<file path="src/rtl/muldiv_unit_pkg.sv">
`default_nettype none
// ============================================================================
// Module   : muldiv_unit_pkg
// Purpose  : Shared defines for the execute stage: ALU ops, mul/div op
//            encoding, and mul/div FSM states.
// Revision : 1.0 - initial release
// ============================================================================
package muldiv_unit_pkg;

    typedef enum logic [3:0] {
        ALU_ADD  = 4'd0,
        ALU_SUB  = 4'd1,
        ALU_AND  = 4'd2,
        ALU_OR   = 4'd3,
        ALU_XOR  = 4'd4,
        ALU_SLL  = 4'd5,
        ALU_SRL  = 4'd6,
        ALU_SRA  = 4'd7,
        ALU_SLT  = 4'd8,
        ALU_SLTU = 4'd9
    } alu_op_e;

    // Bit 2 separates divide (1) from multiply (0); bit 1 picks REM over DIV.
    typedef enum logic [2:0] {
        OP_MUL    = 3'd0,
        OP_MULH   = 3'd1,
        OP_MULHSU = 3'd2,
        OP_MULHU  = 3'd3,
        OP_DIV    = 3'd4,
        OP_DIVU   = 3'd5,
        OP_REM    = 3'd6,
        OP_REMU   = 3'd7
    } md_op_e;

    typedef enum logic [1:0] {
        ST_IDLE = 2'd0,
        ST_BUSY = 2'd1,
        ST_FIX  = 2'd2,
        ST_DONE = 2'd3
    } md_state_e;

    function automatic logic op_signed_a(input md_op_e op);
        return (op == OP_MULH) || (op == OP_MULHSU) || (op == OP_DIV) || (op == OP_REM);
    endfunction

    function automatic logic op_signed_b(input md_op_e op);
        return (op == OP_MULH) || (op == OP_DIV) || (op == OP_REM);
    endfunction

endpackage
`default_nettype wire

</file>
<file path="src/rtl/muldiv_unit_if.sv">
`default_nettype none
// ============================================================================
// Module   : muldiv_unit_if
// Purpose  : Request/result handshake bundle between the pipeline and the
//            iterative multiply/divide unit.
// Revision : 1.0 - initial release
// ============================================================================
interface muldiv_unit_if #(
    parameter int XLEN = 32
);
    logic            in_valid;
    logic            in_ready;
    logic [2:0]      op;
    logic [XLEN-1:0] a;
    logic [XLEN-1:0] b;
    logic            kill;
    logic            out_valid;
    logic            out_ready;
    logic [XLEN-1:0] y;

    modport master (
        output in_valid, op, a, b, kill, out_ready,
        input  in_ready, out_valid, y
    );

    modport slave (
        input  in_valid, op, a, b, kill, out_ready,
        output in_ready, out_valid, y
    );
endinterface
`default_nettype wire

</file>
<file path="src/rtl/muldiv_unit.sv">
`default_nettype none
// ============================================================================
// Module   : muldiv_unit
// Purpose  : Iterative RV-style multiply/divide, one bit per cycle.
//            Divider is built only when MULDIV_DIV_EN is defined.
// Revision : 1.0 - initial release
// ============================================================================
module muldiv_unit
    import muldiv_unit_pkg::*;
#(
    parameter int XLEN = 32
) (
    input wire           clk,
    input wire           reset,
    muldiv_unit_if.slave bus
);

    localparam int              CNT_W     = $clog2(XLEN) + 1;
    localparam logic [XLEN-1:0] C_MIN_NEG = {1'b1, {(XLEN-1){1'b0}}};

    md_state_e         r_state;
    md_state_e         w_state_nxt;
    md_op_e            r_op;
    logic [CNT_W-1:0]  r_cnt;
    logic [XLEN-1:0]   r_hi;
    logic [XLEN-1:0]   r_lo;
    logic [XLEN-1:0]   r_opb;
    logic [XLEN-1:0]   r_y;
    logic              r_sa;
    logic              r_sb;

    md_op_e            w_op;
    logic              w_accept;
    logic              w_sa;
    logic              w_sb;
    logic [XLEN-1:0]   w_mag_a;
    logic [XLEN-1:0]   w_mag_b;
    logic              w_direct;
    logic [XLEN-1:0]   w_direct_y;
    logic [XLEN:0]     w_mul_sum;
    logic [XLEN-1:0]   w_mul_hi;
    logic [XLEN-1:0]   w_mul_lo;
    logic [2*XLEN-1:0] w_prod;
    logic [2*XLEN-1:0] w_prod_s;
    logic [XLEN-1:0]   w_fix_y;

    assign w_op     = md_op_e'(bus.op);
    assign w_accept = bus.in_valid && (r_state == ST_IDLE) && !bus.kill;
    assign w_sa     = bus.a[XLEN-1] && op_signed_a(w_op);
    assign w_sb     = bus.b[XLEN-1] && op_signed_b(w_op);
    assign w_mag_a  = w_sa ? -bus.a : bus.a;
    assign w_mag_b  = w_sb ? -bus.b : bus.b;

`ifdef MULDIV_DIV_EN
    logic            w_b_zero;
    logic            w_ovf;
    logic [XLEN:0]   w_div_shift;
    logic [XLEN:0]   w_div_diff;
    logic [XLEN-1:0] w_div_rem;
    logic [XLEN-1:0] w_div_quo;

    assign w_b_zero   = (bus.b == '0);
    assign w_ovf      = w_op[2] && op_signed_b(w_op) && (bus.a == C_MIN_NEG) && (bus.b == '1);
    assign w_direct   = w_op[2] && (w_b_zero || w_ovf);
    // Divide by zero: quotient all-ones, remainder = a. Overflow: quotient a, remainder 0.
    assign w_direct_y = w_b_zero ? (w_op[1] ? bus.a : '1)
                                 : (w_op[1] ? '0 : bus.a);

    // Restoring step: remainder in r_hi, dividend shifts out of r_lo as quotient shifts in.
    assign w_div_shift = {r_hi, r_lo[XLEN-1]};
    assign w_div_diff  = w_div_shift - {1'b0, r_opb};
    assign w_div_rem   = w_div_diff[XLEN] ? w_div_shift[XLEN-1:0] : w_div_diff[XLEN-1:0];
    assign w_div_quo   = {r_lo[XLEN-2:0], ~w_div_diff[XLEN]};
`else
    logic w_unused_min;

    assign w_unused_min = ^C_MIN_NEG;
    assign w_direct     = w_op[2];
    assign w_direct_y   = '0;
`endif

    // Shift-add: {r_hi, r_lo} is the running product, multiplier bits consumed from r_lo[0].
    assign w_mul_sum = {1'b0, r_hi} + (r_lo[0] ? {1'b0, r_opb} : {(XLEN+1){1'b0}});
    assign w_mul_hi  = w_mul_sum[XLEN:1];
    assign w_mul_lo  = {w_mul_sum[0], r_lo[XLEN-1:1]};

    assign w_prod   = {r_hi, r_lo};
    assign w_prod_s = (r_sa ^ r_sb) ? -w_prod : w_prod;

    always_comb begin
        w_fix_y = '0;
        case (r_op)
            OP_MUL:                       w_fix_y = w_prod_s[XLEN-1:0];
            OP_MULH, OP_MULHSU, OP_MULHU: w_fix_y = w_prod_s[2*XLEN-1:XLEN];
`ifdef MULDIV_DIV_EN
            OP_DIV, OP_DIVU:              w_fix_y = (r_sa ^ r_sb) ? -r_lo : r_lo;
            OP_REM, OP_REMU:              w_fix_y = r_sa ? -r_hi : r_hi;
`endif
            default:                      w_fix_y = '0;
        endcase
    end

    always_comb begin
        w_state_nxt = r_state;
        if (bus.kill) begin
            w_state_nxt = ST_IDLE;
        end else begin
            case (r_state)
                ST_IDLE: if (bus.in_valid) w_state_nxt = w_direct ? ST_DONE : ST_BUSY;
                ST_BUSY: if (r_cnt == CNT_W'(1)) w_state_nxt = ST_FIX;
                ST_FIX:  w_state_nxt = ST_DONE;
                ST_DONE: if (bus.out_ready) w_state_nxt = ST_IDLE;
                default: w_state_nxt = ST_IDLE;
            endcase
        end
    end

    always_ff @(posedge clk) begin
        if (reset) begin
            r_state <= ST_IDLE;
        end else begin
            r_state <= w_state_nxt;
        end
    end

    always_ff @(posedge clk) begin
        if (reset) begin
            r_op  <= OP_MUL;
            r_cnt <= '0;
            r_hi  <= '0;
            r_lo  <= '0;
            r_opb <= '0;
            r_y   <= '0;
            r_sa  <= 1'b0;
            r_sb  <= 1'b0;
        end else if (bus.kill) begin
            r_cnt <= '0;
            r_y   <= '0;
        end else if (w_accept) begin
            r_op  <= w_op;
            r_sa  <= w_sa;
            r_sb  <= w_sb;
            r_hi  <= '0;
            r_lo  <= w_mag_a;
            r_opb <= w_mag_b;
            r_cnt <= CNT_W'(XLEN);
            r_y   <= w_direct_y;
        end else if (r_state == ST_BUSY) begin
            r_cnt <= r_cnt - CNT_W'(1);
`ifdef MULDIV_DIV_EN
            if (r_op[2]) begin
                r_hi <= w_div_rem;
                r_lo <= w_div_quo;
            end else
`endif
            begin
                r_hi <= w_mul_hi;
                r_lo <= w_mul_lo;
            end
        end else if (r_state == ST_FIX) begin
            r_y <= w_fix_y;
        end else if ((r_state == ST_DONE) && bus.out_ready) begin
            r_y <= '0;
        end
    end

    assign bus.in_ready  = (r_state == ST_IDLE);
    assign bus.out_valid = (r_state == ST_DONE);
    assign bus.y         = (r_state == ST_DONE) ? r_y : '0;

endmodule
`default_nettype wire

</file>
<file path="src/flat_wrapper.sv">
// flat-port wrapper written by rule: the top's interface ports become plain ports
module muldiv_unit_flat import muldiv_unit_pkg::*;
#(
    parameter int XLEN = 32
)
  (clk, reset, bus_in_valid, bus_op, bus_a, bus_b, bus_kill, bus_out_ready, bus_in_ready, bus_out_valid, bus_y);
  muldiv_unit_if #(.XLEN(XLEN)) bus_i ();
  input wire clk;
  input wire reset;
  input wire logic [$bits(bus_i.in_valid)-1:0] bus_in_valid;
  input wire logic [$bits(bus_i.op)-1:0] bus_op;
  input wire logic [$bits(bus_i.a)-1:0] bus_a;
  input wire logic [$bits(bus_i.b)-1:0] bus_b;
  input wire logic [$bits(bus_i.kill)-1:0] bus_kill;
  input wire logic [$bits(bus_i.out_ready)-1:0] bus_out_ready;
  output wire logic [$bits(bus_i.in_ready)-1:0] bus_in_ready;
  output wire logic [$bits(bus_i.out_valid)-1:0] bus_out_valid;
  output wire logic [$bits(bus_i.y)-1:0] bus_y;
  assign bus_i.in_valid = bus_in_valid;
  assign bus_i.op = bus_op;
  assign bus_i.a = bus_a;
  assign bus_i.b = bus_b;
  assign bus_i.kill = bus_kill;
  assign bus_i.out_ready = bus_out_ready;
  assign bus_in_ready = bus_i.in_ready;
  assign bus_out_valid = bus_i.out_valid;
  assign bus_y = bus_i.y;
  muldiv_unit #(.XLEN(XLEN)) u_core (.clk(clk), .reset(reset), .bus(bus_i));
endmodule
</file>
<file path="config.mk">
export PLATFORM = sky130hd
export DESIGN_NAME = muldiv_unit_flat
export DESIGN_NICKNAME = d
export VERILOG_FILES = /design/src/rtl/muldiv_unit_pkg.sv /design/src/rtl/muldiv_unit_if.sv /design/src/rtl/muldiv_unit.sv /design/src/flat_wrapper.sv
export SDC_FILE = /design/constraint.sdc
export NUM_CORES = 1
export LEC_CHECK = 0
export BUFFER_PORTS_ARGS = -buffer_cell sky130_fd_sc_hd__buf_4
export CAP_MARGIN = 20
export CORE_MARGIN = 1
export CORE_UTILIZATION = 55
export CTS_BUF_LIST = sky130_fd_sc_hd__clkbuf_4
export DETAILED_ROUTE_END_ITERATION = 8
export MAX_ROUTING_LAYER = met4
export PLACE_DENSITY = 0.75
export REMOVE_ABC_BUFFERS = 1
export SLEW_MARGIN = 10
export SYNTH_ARGS = -nofsm -noshare
export SYNTH_HDL_FRONTEND = slang
export SYNTH_SLANG_ARGS = --single-unit
</file>
<file path="constraint.sdc">
create_clock -name clk -period 3.8 [get_ports clk]
set_input_delay 0.76 -clock clk [delete_from_list [all_inputs] [get_ports clk]]
set_output_delay 0.76 -clock clk [all_outputs]
set_load 0.05 [all_outputs]
</file>
==> results_tabular.tex <==
\begin{tabular}{lr}
\hline
Metric & Value \\
\hline
\multicolumn{2}{l}{\textbf{Global routing}} \\
\quad Overall track demand over capacity in global routing & 0.316 \\
\quad Maximum number of pins on one net before global-route repair & 60 \\
\quad Antenna violations before repair & 0 \\
\quad Grt ovf & 0 \\
\quad Via count of the first global-routing pass & 8,968 \\
\quad Global-route wire length before repair & 45,400 um \\
\multicolumn{2}{l}{\textbf{Placement}} \\
\quad Port Buf Inserts & around 110 \\
\quad Instance area at placement & $\sim$11,000 um2 \\
\quad Routability congestion estimate & 0.971 \\
\quad Half-perimeter wire length after placement & 21,600 um \\
\multicolumn{2}{l}{\textbf{Logic synthesis}} \\
\quad Top cells by count, synth & 157 x sky130\_fd\_sc\_hd\_\_nor2\_1, 150 x sky130\_fd\_sc\_hd\_\_nand2\_1, 141 x sky130\_fd\_sc\_hd\_\_dfxtp\_1 \\
\quad Gate Count Post-Synth & 1,327 \\
\quad Unique cell type count in the Yosys netlist & 63 \\
\quad Primary FF master, synth & sky130\_fd\_sc\_hd\_\_dfxtp\_1 \\
\quad Synth area leaders & sky130\_fd\_sc\_hd\_\_dfxtp\_1 28\%, sky130\_fd\_sc\_hd\_\_xnor2\_1 7.7\%, sky130\_fd\_sc\_hd\_\_nor2\_1 5.8\% \\
\quad Share of the yosys chip area belonging to registers & 0.278 \\
\quad Avg Cell Area, Syn & about 7.6 um2 \\
\quad Cell type with the largest total area after synthesis & sky130\_fd\_sc\_hd\_\_dfxtp\_1 \\
\quad YS warnings & 0 \\
\quad Most numerous cell in the Yosys netlist & sky130\_fd\_sc\_hd\_\_nor2\_1 \\
\quad Number of enable-type register cells in the synthesized netlist & 0 \\
\quad Count of state elements after synthesis & 141 \\
\quad Share of the synthesized area in the top cell type & 0.278 \\
\quad Netlist area before placement & 10,100 um2 \\
\quad Synth async-reset ratio & 0 \\
\multicolumn{2}{l}{\textbf{Critical path}} \\
\quad Type of the worst setup path & flip-flop to flip-flop \\
\quad Max incr delay on CP & 490 ps \\
\quad Data arrival at the endpoint of the critical path & 3920 ps \\
\quad Worst-path fanout max & 7 \\
\quad Startpoint type of the worst setup path & flip-flop \\
\quad Data required time at the worst endpoint & 4270 ps \\
\quad Slowest cell on the critical path & sky130\_fd\_sc\_hd\_\_or4\_1 \\
\quad CP Capture Type & flip-flop \\
\quad Cell-by-cell trace of the critical path & and2\_1, ha\_1, fa\_1, a211oi\_1, o21ai\_0, a31oi\_1, nor3\_1, o21ai\_1, a2111oi\_0, or4\_1, a32o\_1 \\
\multicolumn{2}{l}{\textbf{Clock tree}} \\
\quad Post-CTS setup repair buffer count & 0 \\
\quad Insertion delay of the later-clocked pin in the worst-skew pair & 570 ps \\
\quad Number of clock sinks & 141 \\
\quad Clock root cell & sky130\_fd\_sc\_hd\_\_clkbuf\_4 \\
\quad Hold buffers post-CTS & 0 \\
\quad Longest Clk Path Bufs & 2 \\
\quad CTS H-tree lvls & 4 \\
\quad CTS buffer count & 17 \\
\quad Post-cts repair resize count & 0 \\
\quad Clock transition at the registers of the reported paths & $\sim$130 ps \\
\quad TritonCTS clock tree & yes \\
\multicolumn{2}{l}{\textbf{Floorplan}} \\
\quad Placeable core region & 18,000 um2 \\
\quad Std-Cell Rows & 49 \\
\quad I/O Pins & 106 \\
\quad Initial cell density of the core & 0.563 \\
\quad Die Wd & 138 um \\
\quad Die outline area & approximately 19,000 um2 \\
\quad Die height & 138 um \\
\multicolumn{2}{l}{\textbf{Run}} \\
\quad MaxCap Viol Count & 0 \\
\multicolumn{2}{l}{\textbf{Power}} \\
\quad Total chip power & 3270 uW \\
\quad Pwr/cell area & around 290 nW/um2 \\
\quad IR Drop Worst-Case VDD & 0.196 mV \\
\quad Pleak & 0.00443 uW \\
\multicolumn{2}{l}{\textbf{STA}} \\
\quad Highest attainable clock frequency & slightly below 300 MHz \\
\quad Worst-margin pin slew & 944 ps \\
\quad Final min period & 3460 ps \\
\quad Final worst path period share & 0.910 \\
\quad Slew headroom & 0.368 \\
\quad Number of endpoints with negative hold slack in the final report & 0 \\
\quad Final Skew & roughly 25 ps \\
\quad Number of max-slew violations in the final report & 0 \\
\quad Summed negative setup slack over all endpoints & 0 ps \\
\quad Count of endpoints failing setup in the final report & 0 \\
\quad Unrepaired setup endpoints after global routing & no \\
\multicolumn{2}{l}{\textbf{Detailed routing}} \\
\quad Number of violations reported at the end of detailed-routing iteration 0 & 808 \\
\quad Average detailed-routed wire length per instance & between 15 and 20 um \\
\quad Total Routed Length & 28,500 um \\
\quad Via-to-Cell Ratio & 6.14 \\
\quad Residual DRC & 0 \\
\quad Vias post-DR & $\sim$10k \\
\quad Number of iterations in the first detailed-routing pass & 9 \\
\quad Remaining antenna violation count & 0 \\
\multicolumn{2}{l}{\textbf{Cells and area}} \\
\quad Area Overhead vs Synth & 12.0\% \\
\quad Post-layout nets & approximately 1.5k \\
\quad Summed area of non-filler cells in the final layout & 11,400 um2 \\
\quad Layout cell share with drive strength beyond 1 & 0.127 \\
\multicolumn{2}{l}{\textbf{Status}} \\
\quad Status & completed \\
\multicolumn{2}{l}{\textbf{Hold path}} \\
\quad Tightest Hold Check Type & input pin to flip-flop \\
\hline
\end{tabular}
==> cell type report <==
cell class                 count  area (um2)
clock buffer                  18         135
multi-input combinational   1086        6950
inverter                      23        86.3
fill                        1652        6670
tap                          229         287
sequential                   141        2820
timing repair buffer         126         950
antenna                        1        2.50
clock inverter                14         124
==> layout by cell type (no fill, tap or decap), types with 5 or more instances in the layout <==
| cell | Yosys | routed |
|---|---|---|
| sky130_fd_sc_hd__a2111oi_0 | 5 | 5 |
| sky130_fd_sc_hd__a211oi_1 | 28 | 28 |
| sky130_fd_sc_hd__a21o_1 | 16 | 16 |
| sky130_fd_sc_hd__a21oi_1 | 77 | 77 |
| sky130_fd_sc_hd__a221oi_1 | 6 | 6 |
| sky130_fd_sc_hd__a22o_1 | 11 | 11 |
| sky130_fd_sc_hd__a22oi_1 | 20 | 20 |
| sky130_fd_sc_hd__a311oi_1 | 25 | 25 |
| sky130_fd_sc_hd__a31oi_1 | 18 | 18 |
| sky130_fd_sc_hd__a41oi_1 | 5 | 5 |
| sky130_fd_sc_hd__and2_1 | 75 | 75 |
| sky130_fd_sc_hd__and3_1 | 9 | 9 |
| sky130_fd_sc_hd__buf_4 | 0 | 125 |
| sky130_fd_sc_hd__clkbuf_4 | 0 | 18 |
| sky130_fd_sc_hd__clkinvlp_4 | 0 | 6 |
| sky130_fd_sc_hd__dfxtp_1 | 141 | 141 |
| sky130_fd_sc_hd__ha_1 | 41 | 41 |
| sky130_fd_sc_hd__inv_1 | 23 | 23 |
| sky130_fd_sc_hd__nand2_1 | 150 | 150 |
| sky130_fd_sc_hd__nand2b_1 | 7 | 7 |
| sky130_fd_sc_hd__nand3_1 | 16 | 16 |
| sky130_fd_sc_hd__nand4_1 | 8 | 8 |
| sky130_fd_sc_hd__nor2_1 | 157 | 156 |
| sky130_fd_sc_hd__nor3_1 | 32 | 32 |
| sky130_fd_sc_hd__nor4_1 | 16 | 16 |
| sky130_fd_sc_hd__o21ai_0 | 50 | 50 |
| sky130_fd_sc_hd__o21ai_1 | 17 | 17 |
| sky130_fd_sc_hd__o21bai_1 | 13 | 13 |
| sky130_fd_sc_hd__o221ai_1 | 13 | 13 |
| sky130_fd_sc_hd__o22ai_1 | 10 | 10 |
| sky130_fd_sc_hd__o31ai_1 | 24 | 24 |
| sky130_fd_sc_hd__o41ai_1 | 8 | 8 |
| sky130_fd_sc_hd__or3_1 | 15 | 15 |
| sky130_fd_sc_hd__or4_1 | 13 | 13 |
| sky130_fd_sc_hd__xnor2_1 | 89 | 88 |
| sky130_fd_sc_hd__xor2_1 | 55 | 55 |
==> path summary, 6_finish.rpt <==
check / startpoint / to / slack [ps] / cells after the start
max: u_core.r_lo[0] / u_core.r_hi[29] / 340 / 11
min reg2reg: u_core.r_opb[21] / u_core.r_opb[21] / 460 / 2
max reg2reg: u_core.r_lo[0] / u_core.r_hi[29] / 340 / 11
min: bus_b[0] / u_core.r_opb[0] / 430 / 2
==> power breakdown <==
group	switching, uW	internal [uW]	total [uW]
Clock	582	328	910
Sequential	72.9	1540	1610
Combinational	454	295	749
Total	1110	2160	3270
==> state kept, by name, indices dropped and copies added, names as in the netlist, 2 cells and up <==
name            flops
u_core.r_hi        32
u_core.r_lo        32
u_core.r_opb       32
u_core.r_y         32
u_core.r_cnt        6
u_core.r_op         3
u_core.r_state      2
==> per-stage QoR <==
stage | worst slack (ps) | util | std cells | hold WS (ps)
3_5_place_dp | 398 | 0.615 | 1604 | 442
2_1_floorplan | -876 | - | 1250 | 421
4_1_cts | 360 | 0.629 | 1636 | 393
6_report | 343 | 0.630 | 1638 | 427
5_1_grt | 149 | 0.630 | 1637 | 388
3_3_place_gp | 424 | 0.615 | 1604 | 438
==> per-layer routing <==
layer,vias to the layer above,track usage,share of wire
li1,4955,-,-
met1,4635,0.423,0.46
met2,422,0.483,0.44
met3,52,0.0570,0.078
met4,0,0.0912,0.022
met5,-,-,0
==> critical path, delay by kind of cell, from the launching register on <==
family | cells | cell delay, ps
adders and majority gates | 2 | 650
AOI/OAI and AO/OA | 6 | 1510
and+or+nand+nor | 3 | 800
DFF | 1 | 400
==> cell families (layout without fill, tap and decap cells) <==
family,after synthesis,after routing,synth area share
compound gates,373,373,0.253
other cells,0,1,0
xor+xnor,144,144,0.124
fa+ha+maj,42,42,0.0526
simple gates,524,524,0.251
mux,3,3,0.00296
flops,141,141,0.278
buf+inv,100,181,0.0378
Note: power is estimated with default switching activity, not from simulation.
